===== config.mk =====
export PLATFORM = sky130hd
export DESIGN_NAME = mem_arbiter
export DESIGN_NICKNAME = d
export VERILOG_FILES = /design/src/rtl/mem_arbiter.sv
export SDC_FILE = /design/constraint.sdc
export NUM_CORES = 1
export LEC_CHECK = 0
export BUFFER_PORTS_ARGS = -buffer_cell sky130_fd_sc_hd__clkbuf_2
export CAP_MARGIN = 20
export CORE_MARGIN = 1.5
export CORE_UTILIZATION = 34
export CTS_CLUSTER_DIAMETER = 200
export DETAILED_ROUTE_END_ITERATION = 12
export PLACE_DENSITY = 0.62
export SYNTH_ARGS = -nofsm -noshare
export SYNTH_HDL_FRONTEND = slang
export SYNTH_SLANG_ARGS = --single-unit

===== constraint.sdc =====
create_clock -name clock -period 1.8 [get_ports clock]
set_input_delay 0.18 -clock clock [delete_from_list [all_inputs] [get_ports clock]]
set_output_delay 0.18 -clock clock [all_outputs]
set_load 0.005 [all_outputs]

===== src/rtl/mem_arbiter.sv =====
// Two-requester memory port arbiter: shares one memory port between the fetch (I)
// and data (D) sides with one transaction in flight and round-robin tie-breaking.
module mem_arbiter (
    input  logic        clock,
    input  logic        reset,

    input  logic        imem_valid,
    input  logic        imem_instr,
    input  logic [31:0] imem_addr,
    input  logic [31:0] imem_wdata,
    input  logic [3:0]  imem_wstrb,
    output logic [31:0] imem_rdata,
    output logic        imem_ready,

    input  logic        dmem_valid,
    input  logic        dmem_instr,
    input  logic [31:0] dmem_addr,
    input  logic [31:0] dmem_wdata,
    input  logic [3:0]  dmem_wstrb,
    output logic [31:0] dmem_rdata,
    output logic        dmem_ready,

    output logic        memory_valid,
    output logic        memory_instr,
    output logic [31:0] memory_addr,
    output logic [31:0] memory_wdata,
    output logic [3:0]  memory_wstrb,
    input  logic [31:0] memory_rdata,
    input  logic        memory_ready
);

    typedef enum logic [1:0] {
        IDLE,
        GRANT_I,
        GRANT_D
    } state_t;

    typedef struct packed {
        logic        instr;
        logic [31:0] addr;
        logic [31:0] wdata;
        logic [3:0]  wstrb;
    } req_t;

    state_t state_q;
    logic   last_dm_q;           // 1 when D completed the most recent transaction
    logic   pend_im_q;
    logic   pend_dm_q;
    req_t   preq_im_q;
    req_t   preq_dm_q;
    logic   mem_valid_q;
    req_t   mem_req_q;

    req_t   in_im;
    req_t   in_dm;
    req_t   sel_im;
    req_t   sel_dm;
    logic   acc_im;
    logic   acc_dm;
    logic   cand_im;
    logic   cand_dm;

    assign in_im = {imem_instr, imem_addr, imem_wdata, imem_wstrb};
    assign in_dm = {dmem_instr, dmem_addr, dmem_wdata, dmem_wstrb};

    // A fresh valid only counts when the port has nothing pending and is not being served.
    always_comb begin
        acc_im  = imem_valid && !pend_im_q && (state_q != GRANT_I);
        acc_dm  = dmem_valid && !pend_dm_q && (state_q != GRANT_D);
        cand_im = pend_im_q || acc_im;
        cand_dm = pend_dm_q || acc_dm;
        sel_im  = pend_im_q ? preq_im_q : in_im;
        sel_dm  = pend_dm_q ? preq_dm_q : in_dm;
    end

    always_ff @(posedge clock or negedge reset) begin
        if (!reset) begin
            state_q     <= IDLE;
            last_dm_q   <= 1'b0;
            pend_im_q   <= 1'b0;
            pend_dm_q   <= 1'b0;
            preq_im_q   <= '0;
            preq_dm_q   <= '0;
            mem_valid_q <= 1'b0;
            mem_req_q   <= '0;
        end else begin
            case (state_q)
                IDLE: begin
                    if (cand_im && (!cand_dm || last_dm_q)) begin
                        state_q     <= GRANT_I;
                        mem_valid_q <= 1'b1;
                        mem_req_q   <= sel_im;
                        pend_im_q   <= 1'b0;
                        if (acc_dm) begin
                            pend_dm_q <= 1'b1;
                            preq_dm_q <= in_dm;
                        end
                    end else if (cand_dm) begin
                        state_q     <= GRANT_D;
                        mem_valid_q <= 1'b1;
                        mem_req_q   <= sel_dm;
                        pend_dm_q   <= 1'b0;
                        if (acc_im) begin
                            pend_im_q <= 1'b1;
                            preq_im_q <= in_im;
                        end
                    end
                end

                GRANT_I: begin
                    if (memory_ready) begin
                        last_dm_q <= 1'b0;
                        if (cand_dm) begin
                            state_q   <= GRANT_D;
                            mem_req_q <= sel_dm;
                            pend_dm_q <= 1'b0;
                        end else begin
                            state_q     <= IDLE;
                            mem_valid_q <= 1'b0;
                            mem_req_q   <= '0;
                        end
                    end else if (acc_dm) begin
                        pend_dm_q <= 1'b1;
                        preq_dm_q <= in_dm;
                    end
                end

                GRANT_D: begin
                    if (memory_ready) begin
                        last_dm_q <= 1'b1;
                        if (cand_im) begin
                            state_q   <= GRANT_I;
                            mem_req_q <= sel_im;
                            pend_im_q <= 1'b0;
                        end else begin
                            state_q     <= IDLE;
                            mem_valid_q <= 1'b0;
                            mem_req_q   <= '0;
                        end
                    end else if (acc_im) begin
                        pend_im_q <= 1'b1;
                        preq_im_q <= in_im;
                    end
                end

                default: begin
                    state_q     <= IDLE;
                    mem_valid_q <= 1'b0;
                    mem_req_q   <= '0;
                end
            endcase
        end
    end

    assign memory_valid = mem_valid_q;
    assign memory_instr = mem_req_q.instr;
    assign memory_addr  = mem_req_q.addr;
    assign memory_wdata = mem_req_q.wdata;
    assign memory_wstrb = mem_req_q.wstrb;

    assign imem_ready = memory_ready && (state_q == GRANT_I);
    assign dmem_ready = memory_ready && (state_q == GRANT_D);
    assign imem_rdata = (state_q == GRANT_I) ? memory_rdata : '0;
    assign dmem_rdata = (state_q == GRANT_D) ? memory_rdata : '0;

endmodule


# After elaboration in Yosys (flattened, before gate mapping)
# Index checks and enable logic that the tools add are counted.
# Widths: inputs -> output; s select.
totals:
  ff_bits: 213
  inputBits: 175
  out_inout_bits: 136
  word_cells: 103
op_classes:
  eq_ne: 15
  muxes: 48
  reduce_logical: 23
op_table:
  columns: ["op", "n"]
  rows:
  - ["$mux 69", 15]
  - ["$pmux 69 s2", 2]
  - ["$pmux 69 s3", 1]
  - ["$mux 32", 2]
  - ["$ne 2x2->1 const B", 10]
  - ["$mux 1", 18]
  - ["$reduce_and 3->1", 4]
  - ["$mux 2", 5]
  - ["$logic_and 1x1->1", 7]
  - ["$ne 3x3->1 const B", 2]
  - ["$pmux 1 s2", 3]
  - ["$pmux 2 s3", 1]
  - ["$reduce_bool 2->1", 3]
  - ["$reduce_and 5->1", 1]
  - ["$reduce_and 4->1", 1]
  - ["$logic_not 1->1", 3]
  - ["$logic_or 1x1->1", 3]
  - ["$pmux 1 s3", 1]
  - ["$eq 2x1->1 const B", 1]
  - ["$eq 2x2->1 const B", 1]
  - ["$logic_not 2->1", 1]
  - ["$ne 2x1->1 const B", 1]

# Logic depth before layout (Yosys ltp)
# Gate-level depths: netlist of run 1.
logic_depth:
  depth_word: 9
  ltp_mapped: 8
  depth_no_buf: 4

# Least setup slack after synthesis of run 1
# OpenSTA, ideal clock, no wires.
synth_timing:
  path_type: "register to register"
  from: "register pend_im_q"
  to: "register preq_dm_q[0] (netlist bit)"
  setup_ps: 128
  arrival_ps: 1808
  slack_ps: -135
  path_stages_with_launch: 8
  path_buffers: 3
  path_cell_list: "dfrtp_1 buf_2 nor2_1 a2111oi_4 o211ai_2 buf_2 buf_4 mux2_1"
synth_via:
  elab_chain_cells: 7
synth_lines:
  columns: ["element", "line", "text"]
  rows:
  - ["from (decl)", "47", "logic pend_im_q;"]
  - ["from (signal assigned)", "80", "pend_im_q <= 1'b0;"]
  - ["from (signal assigned)", "93", "pend_im_q <= 1'b0;"]
  - ["from (signal assigned)", "104", "pend_im_q <= 1'b1;"]
  - ["$logic_not 1->1", "68", "acc_im = imem_valid && !pend_im_q && (state_q != GRANT_I);"]
  - ["$logic_and 1x1->1 (2 in series)", "68", null]
  - ["$logic_or 1x1->1 (*)", "70", "cand_im = pend_im_q || acc_im;"]
  - ["$logic_and 1x1->1 (*)", "89", "if (cand_im && (!cand_dm || last_dm_q)) begin"]
  - ["$ne 2x2->1 (no source line) (*)", null, null]
  - ["$reduce_and 3->1 (no source line) (*)", null, null]
  - ["to (signal assigned)", "96", "preq_dm_q <= in_dm;"]
  - ["to (signal assigned)", "124", "preq_dm_q <= in_dm;"]
  - ["to (decl)", "50", "req_t preq_dm_q;"]
# Mark *: on every way between the ends. The rest lies on a longest branch, timed or not.
# A chain may end at the register's enable or synchronous reset.

# Final worst setup path of run 1
layout_timing:
  from: "register state_q[1]"
  to: "output port dmem_rdata[3]"
layout_via:
  elab_chain_cells: 2
layout_lines:
  columns: ["element", "line", "text"]
  rows:
  - ["from (decl)", "45", "state_t state_q;"]
  - ["from (signal assigned)", "78", "state_q <= IDLE;"]
  - ["from (signal assigned)", "90", "state_q <= GRANT_I;"]
  - ["from (signal assigned)", "99", "state_q <= GRANT_D;"]
  - ["$eq 2x2->1", "164", "assign dmem_rdata = (state_q == GRANT_D) ? memory_rdata : '0;"]
  - ["$mux 32", "164", null]
  - ["to (decl)", "20", "output logic [31:0] dmem_rdata,"]
# No other way between the ends.

==> results of run 1 <==
## report_power, final
| part | switching (mW) | leakage [nW] | internal [mW] |
|---|---|---|---|
| sequential | 1.79 | 2.53 | 7.20 |
| clock | 2.21 | 0.458 | 3.52 |
| combinational | 11.1 | 5.28 | 9.79 |
| total | 15.1 | 8.26 | 20.5 |
## state kept, by name, indices dropped and copies added (netlist names)
signal and flops:
last_dm_q 1, memory_addr 32, memory_instr 1, memory_valid 1
memory_wdata 32, memory_wstrb 4, pend_dm_q 1, pend_im_q 1
preq_dm_q 69, preq_im_q 69, state_q 2
## routing by layer
| metal | routed length (um) | up-vias |
|---|---|---|
| met5 | 12 | - |
| met4 | 2030 | 2 |
| met3 | 3820 | 126 |
| met2 | 25700 | 655 |
| met1 | 21500 | 6511 |
| li1 | - | 5719 |
## logic make-up (layout without fill, tap and decap cells)
group / Yosys count / after routing
AND/OR/NAND/NOR: 366 / 367
AO/OA/AOI/OAI: 293 / 295
flip-flops: 213 / 213
multiplexers: 207 / 207
buffers and inverters: 149 / 629
other: 0 / 2
## synthesized netlist by cell type (2+ instances only)
cell type and instances:
inv_1 4, mux2i_1 138, mux2_2 59, a21oi_1 71, o21ai_0 3, dfrtp_1 213, a41oi_1 69, o221ai_1 69
nor2b_1 7, buf_2 35, nand2_1 69, nand3_1 69, clkbuf_1 106, nor3_1 2, o32a_1 2, nor2_1 7
a21o_1 2, mux2_1 10, buf_1 2, and2_1 134, nand2b_1 2, o2111ai_1 69, nor4b_1 69
## what timing repair did
item | in CTS | in global routing
hold buffers | 140 | 0
pin swaps | 28 | 58
cloned | 9 | 30
buffers inserted | 5 | 12
endpoints found under the hold margin | 254 | 0
gates resized for setup | 66 | 136
setup endpoints to repair | 270 | 274
## through the flow
step	power [mW]	instances	cell area [um^2]	setup TNS, ns
finish	35.6	2181	19500	-24.67
global route	37.3	2180	19500	-41.87
CTS	31.9	2138	18100	-24.91
detailed placement	24.4	1938	15200	-11.32
global placement	23.9	1938	15200	-7.67
floorplan	18.2	1228	12600	-0.362
## worst max path at each step
stage | to
detailed placement | preq_dm_q[46]$_DFFE_PN0P_
global route | dmem_rdata[3]
floorplan | preq_im_q[57]$_DFFE_PN0P_
finish | dmem_rdata[3]
global placement | preq_dm_q[8]$_DFFE_PN0P_
CTS | memory_wdata[13]$_DFFE_PN0P_
## tightest hold or removal path: stages
cell and delay, ns:
clkbuf_2 0.10, buf_4 0.14, nor2_4 0.04, nor2_1 0.08, o21ai_1 0.06, o21ai_0 0.06
## cell type report
| type | count | area, um^2 |
|---|---|---|
| diodes | 2 | 5.00 |
| clock buffers | 38 | 807 |
| clock inverters | 8 | 121 |
| fillers | 3062 | 17000 |
| inverters | 4 | 15.0 |
| multi-input cells | 869 | 7580 |
| flip-flops and latches | 213 | 5340 |
| well taps | 468 | 586 |
| repair buffers | 579 | 5070 |
==> results_dict.tcl, run 1 <==
set metrics [dict create \
    hpwl_um 28700 \
    yosysTopAreaCellShare_pct 42.3 \
    outcome "complete, but fails checks" \
    cp-startpoint "state_q[1]$_DFFE_PN0P_" \
    final_core_util_pct 53.5 \
    holdCritStartpoint "dmem_valid" \
    overflow 0 \
    hp-class "input pin to flop" \
    first_global_vias 12800 \
    synth_compound_gate_area_share_pct 18.3 \
    tightest_slew_ns 0.736 \
    htreeDepth 1 \
    cpMaxStageDelayCell "dfrtp_1" \
    num_vias 13000 \
    cts_root_buffer "clkbuf_16" \
    area_delta_synth_final_pct 54.9 \
    synth_area_leaders "dfrtp_1 (42%), mux2i_1 (11%), and2_1 (6.6%), mux2_2 (5.3%), a41oi_1 (4.8%)" \
    place_ws_ns -0.199 \
    final_layout_size_suffix_gt1_share_pct 40.4 \
    grt.total_usage_pct 24.1 \
    antenna_found_initial 3 \
    p_leak_nw 8.26 \
    die-height_um 196 \
    clock_latency_ns 0.55 \
    grt_pass1_wl_um 72900 \
    peakVddDrop_v 0.000939 \
    slew_headroom_pct 51.0 \
    viasPerCell 5.97 \
    rsz0062_at_grt "true" \
    fmax_mhz 512 \
    row_count 70 \
    setup_viol 270 \
    synth_largest_area_cell "dfrtp_1" \
    grt_use_met2_pct 40.4 \
    cts_buffers 26 \
    path_buf_inv 3 \
    synth_top_family_by_area "compound AO/OA/AOI/OAI gates" \
    drv_slew 0 \
    dr.pass1.iters 5 \
    synth_nets 1403 \
    hold_depth 6 \
    design.core.area_mm2 0.0365 \
    synth_seq_cells 213 \
    route.detailed.drc 0 \
    io-pin-count 311 \
    yosys_warnings 0 \
    critPathRequiredTime_ns 1.62 \
    hold_viol 0 \
    worstPathCellList "buf_6 > nor2b_4 > buf_12 > and2_1 > clkbuf_8" \
    syn-cell-area_mm2 0.0126 \
    hold-worst-slack_ns 0.146 \
    routed_wl_um 53000 \
    path_class "flop to primary output" \
    synth_xor_xnor_area_share_pct 0 \
    gp_congestion 0.785 \
    path_depth 5 \
    synthAdderAreaFrac_pct 0 \
    grt.busiest_layer "met2" \
    min_to "memory_valid$_DFFE_PN0P_" \
    syn_avg_cell_area_um2 10.3 \
    setup_ws_ns -0.153 \
    clk_pin_slew_ns 0.07 \
    drt_iter0_drc 1050 \
    layout_min_cycle_time_ns 1.95 \
    cts_max_path_buffers 3 \
    r2r_slack_ns -0.15 \
    grt_max_degree 81 \
    drv_cap 0 \
    port_buffers 310 \
    grt_util_met3_pct 3.58 \
    period_share_pct 109 \
    start_util_pct 34.5 \
    violations "negative setup slack" \
    cts_tree "built" \
    crit_arrival_ns 1.77 \
    syn_inst 1228 \
    wl_per_cell_um 24.3 \
    crit_path_start_kind "flop" \
    final_common_cell "clkbuf_2" \
    nets 1868 \
    rr_endpoint "preq_dm_q[46]$_DFFE_PN0P_" \
    rr_startpoint "pend_dm_q$_DFFE_PN0P_" \
    die_w_um 196 \
    synthSimpleGateAreaFrac_pct 17.4 \
    cp_top_family "buffers and inverters" \
    cp_max_fo 32 \
    seq_area_frac_synth_pct 42.3 \
    async_flop_share_pct 100 \
    synthMuxAreaShare_pct 17.1 \
    power.density_mw_per_mm2 1820 \
    dieArea_mm2 0.0382 \
    clock-sinks 213 \
    antenna_left 0 \
    synth_ff_type "dfrtp_1" \
    synth_cell_types 40 \
    synth_enable_flop_cells 0 \
    end_kind "primary output" \
    worst_r2r_path_depth 6 \
    grtUsageMet1_pct 30.5 \
    layout_common_cells "clkbuf_2 (302), dfrtp_1 (211), dlygate4sd3_1 (140)" \
    finClkSkew_ns 0.0117 \
    max_stage_delay_ns 0.39 \
]
No activity file was read; power rests on OpenSTA's default activity.
==> inputs of run 2 (changes only) <==
Settings changed: CORE_MARGIN 1.5 to unset.
==> run 2 against run 1 <==
- the flow still finishes with violations (negative setup slack)
- sequential power increased by 0.6%
- worst setup slack got worse by 0.023 ns
- highest routed layer is now met4
- clock skew increased by 0.0013 ns
- largest cell class unchanged
- critical path type is now flop to flop
- via count about the same
- combinational power increased by 5%
- first-iteration DRC count decreased by 4.3%
- sequential share of layout area decreased by 0.53 points
- global-route usage increased by 0.90 points
==> results_dict.tcl, run 2 (same netlist as run 1, synthesis figures left out) <==
set metrics [dict create \
    violations "negative setup slack" \
    wl_met1_um 22200 \
    power.density_mw_per_mm2 1840 \
    highest_layer "met4" \
    comb_power_share_pct 60.1 \
    worstPathCellList "buf_6 > or3b_4 > or2_4 > buf_12 > a21oi_2 > nand3_1" \
    die-height_um 195 \
    overflow 0 \
    grt.total_usage_pct 25.0 \
    period_share_pct 110 \
    fill_cells 3043 \
    p_clk_share_pct 15.2 \
    switching_share_pct 42.7 \
    path_buf_inv 2 \
    first_global_vias 13000 \
    setup_viol 276 \
    route.detailed.drc 0 \
    nets 1880 \
    critPathRequiredTime_ns 2.21 \
    crit_arrival_ns 2.39 \
    cts_tree "built" \
    gp_congestion 0.798 \
    htreeDepth 1 \
    reg_top3 "preq_dm_q (69), preq_im_q (69)" \
    design.core.area_mm2 0.0365 \
    drt_iter0_drc 1005 \
    cp_max_fo 14 \
    cp_top_family "simple AND/OR/NAND/NOR gates" \
    antenna_left 0 \
    rsz0062_at_grt "true" \
    max_stage_delay_ns 0.44 \
    layout_min_cycle_time_ns 1.98 \
    io-pin-count 311 \
    drv_slew 0 \
    final_layout_size_suffix_gt1_share_pct 43.4 \
    layout_common_cells "clkbuf_2 (304), dfrtp_1 (209), dlygate4sd3_1 (140)" \
    clock-sinks 213 \
    drv_cap 0 \
    p_seq_share_pct 24.7 \
    final_common_cell "clkbuf_2" \
    start_util_pct 34.5 \
    hp-class "input pin to async pin" \
    grt_pass1_wl_um 75000 \
    cts_buffers 26 \
    die_w_um 195 \
    cts_root_buffer "clkbuf_16" \
    hold_viol 0 \
    setup_ws_ns -0.176 \
    cpMaxStageDelayCell "dfrtp_2" \
    clk_pin_slew_ns 0.06 \
    viasPerCell 5.92 \
    dieArea_mm2 0.0379 \
    fmax_mhz 506 \
    cts_max_path_buffers 3 \
    path_class "flop to flop" \
    end_kind "flop" \
    grt_max_degree 71 \
    peakVddDrop_v 0.00112 \
    num_vias 13000 \
    antenna_found_initial 6 \
    final_area_mm2 0.0199 \
    setup_tns_ns -28.88 \
    switchingPower_mw 15.6 \
    route.met2.wl_um 25600 \
    p_leak_nw 8.47 \
    outcome "complete, but fails checks" \
    wl_per_cell_um 24.4 \
    crit_path_start_kind "flop" \
    finClkSkew_ns 0.0130 \
    row_count 70 \
    intPower_mw 21.0 \
    clock_latency_ns 0.54 \
    dr.pass1.iters 5 \
    area_delta_synth_final_pct 58.0 \
    hpwl_um 28400 \
    tightest_slew_ns 0.716 \
    port_buffers 310 \
    slew_headroom_pct 52.3 \
    dpl_cell_area_mm2 0.0152 \
    route.met3.wl_um 3880 \
    routed_wl_um 53700 \
]
## run 2: cell count changes in the layout (fill, tap and decap cells not counted), moves of 6 or more
cell     change
buf_12       +8
buf_4        +6
nand2_1     -10
nand2_4      +6
nor4b_1     -19
nor4b_2     +15
## run 2: per-layer routing
metal  vias to the layer above  track usage (%)
met5                         -                0
met4                         0             10.4
met1                      6489             31.2
li1                       5735                -
met2                       676             42.4
met3                       117             4.53
## run 2: final timing paths
| kind | end | cells after the start | slack [ns] | start |
|---|---|---|---|---|
| setup / recovery | preq_im_q[49]$_DFFE_PN0P_ | 6 | -0.18 | state_q[0]$_DFFE_PN0P_ |
| hold / removal | preq_dm_q[61]$_DFFE_PN0P_ | 2 | 0.15 | reset |
| setup reg to reg | preq_im_q[49]$_DFFE_PN0P_ | 6 | -0.18 | state_q[0]$_DFFE_PN0P_ |
| hold reg to reg | memory_wdata[1]$_DFFE_PN0P_ | 2 | 0.49 | memory_wdata[1]$_DFFE_PN0P_ |
| max in group asynchronous | memory_wdata[2]$_DFFE_PN0P_ | 3 | 0.92 | reset |
| min in group clock | pend_im_q$_DFFE_PN0P_ | 3 | 0.19 | imem_valid |
## run 2: stage by stage
step | utilization (%) | std cells | hold slack [ns] | power [mW] | setup slack [ns]
after floorplan | - | 1228 | -0.116 | 18.2 | -0.0362
after global placement | 41.6 | 1932 | 0.144 | 23.8 | -0.141
after detailed placement | 41.6 | 1932 | 0.139 | 24.3 | -0.182
after CTS | 50.7 | 2159 | 0.144 | 32.9 | -0.193
after global routing | 54.5 | 2196 | 0.169 | 38.4 | -0.223
final | 54.5 | 2197 | 0.146 | 36.6 | -0.176
## run 2: power groups by stage
stage                     combinational (mW)  sequential [mW]  clock [mW]
after floorplan                         9.79             8.45           0
after global placement                  15.1             8.70           0
after detailed placement                15.5             8.81           0
after CTS                               18.4             8.79        5.67
after global routing                    23.2             9.32        5.81
final                                   22.0             9.03        5.57
## run 2: area by class of cell
class / count / area (um^2) / share of cell area, %
antenna: 6 / 15.0 / 0.0754
clock buffer: 38 / 777 / 3.90
clock inverter: 8 / 125 / 0.628
inverter: 4 / 17.5 / 0.0879
multi-input combinational: 867 / 7800 / 39.2
sequential: 213 / 5340 / 26.8
tap: 468 / 586 / 2.94
timing repair buffer: 593 / 5260 / 26.4
## run 2: what timing repair did
item	CTS	global route
endpoints found under the hold margin	337	0
resized for setup	92	180
cloned	14	24
pin swaps	57	66
setup buffers	27	15
hold buffers	140	0
setup endpoints to repair	274	276
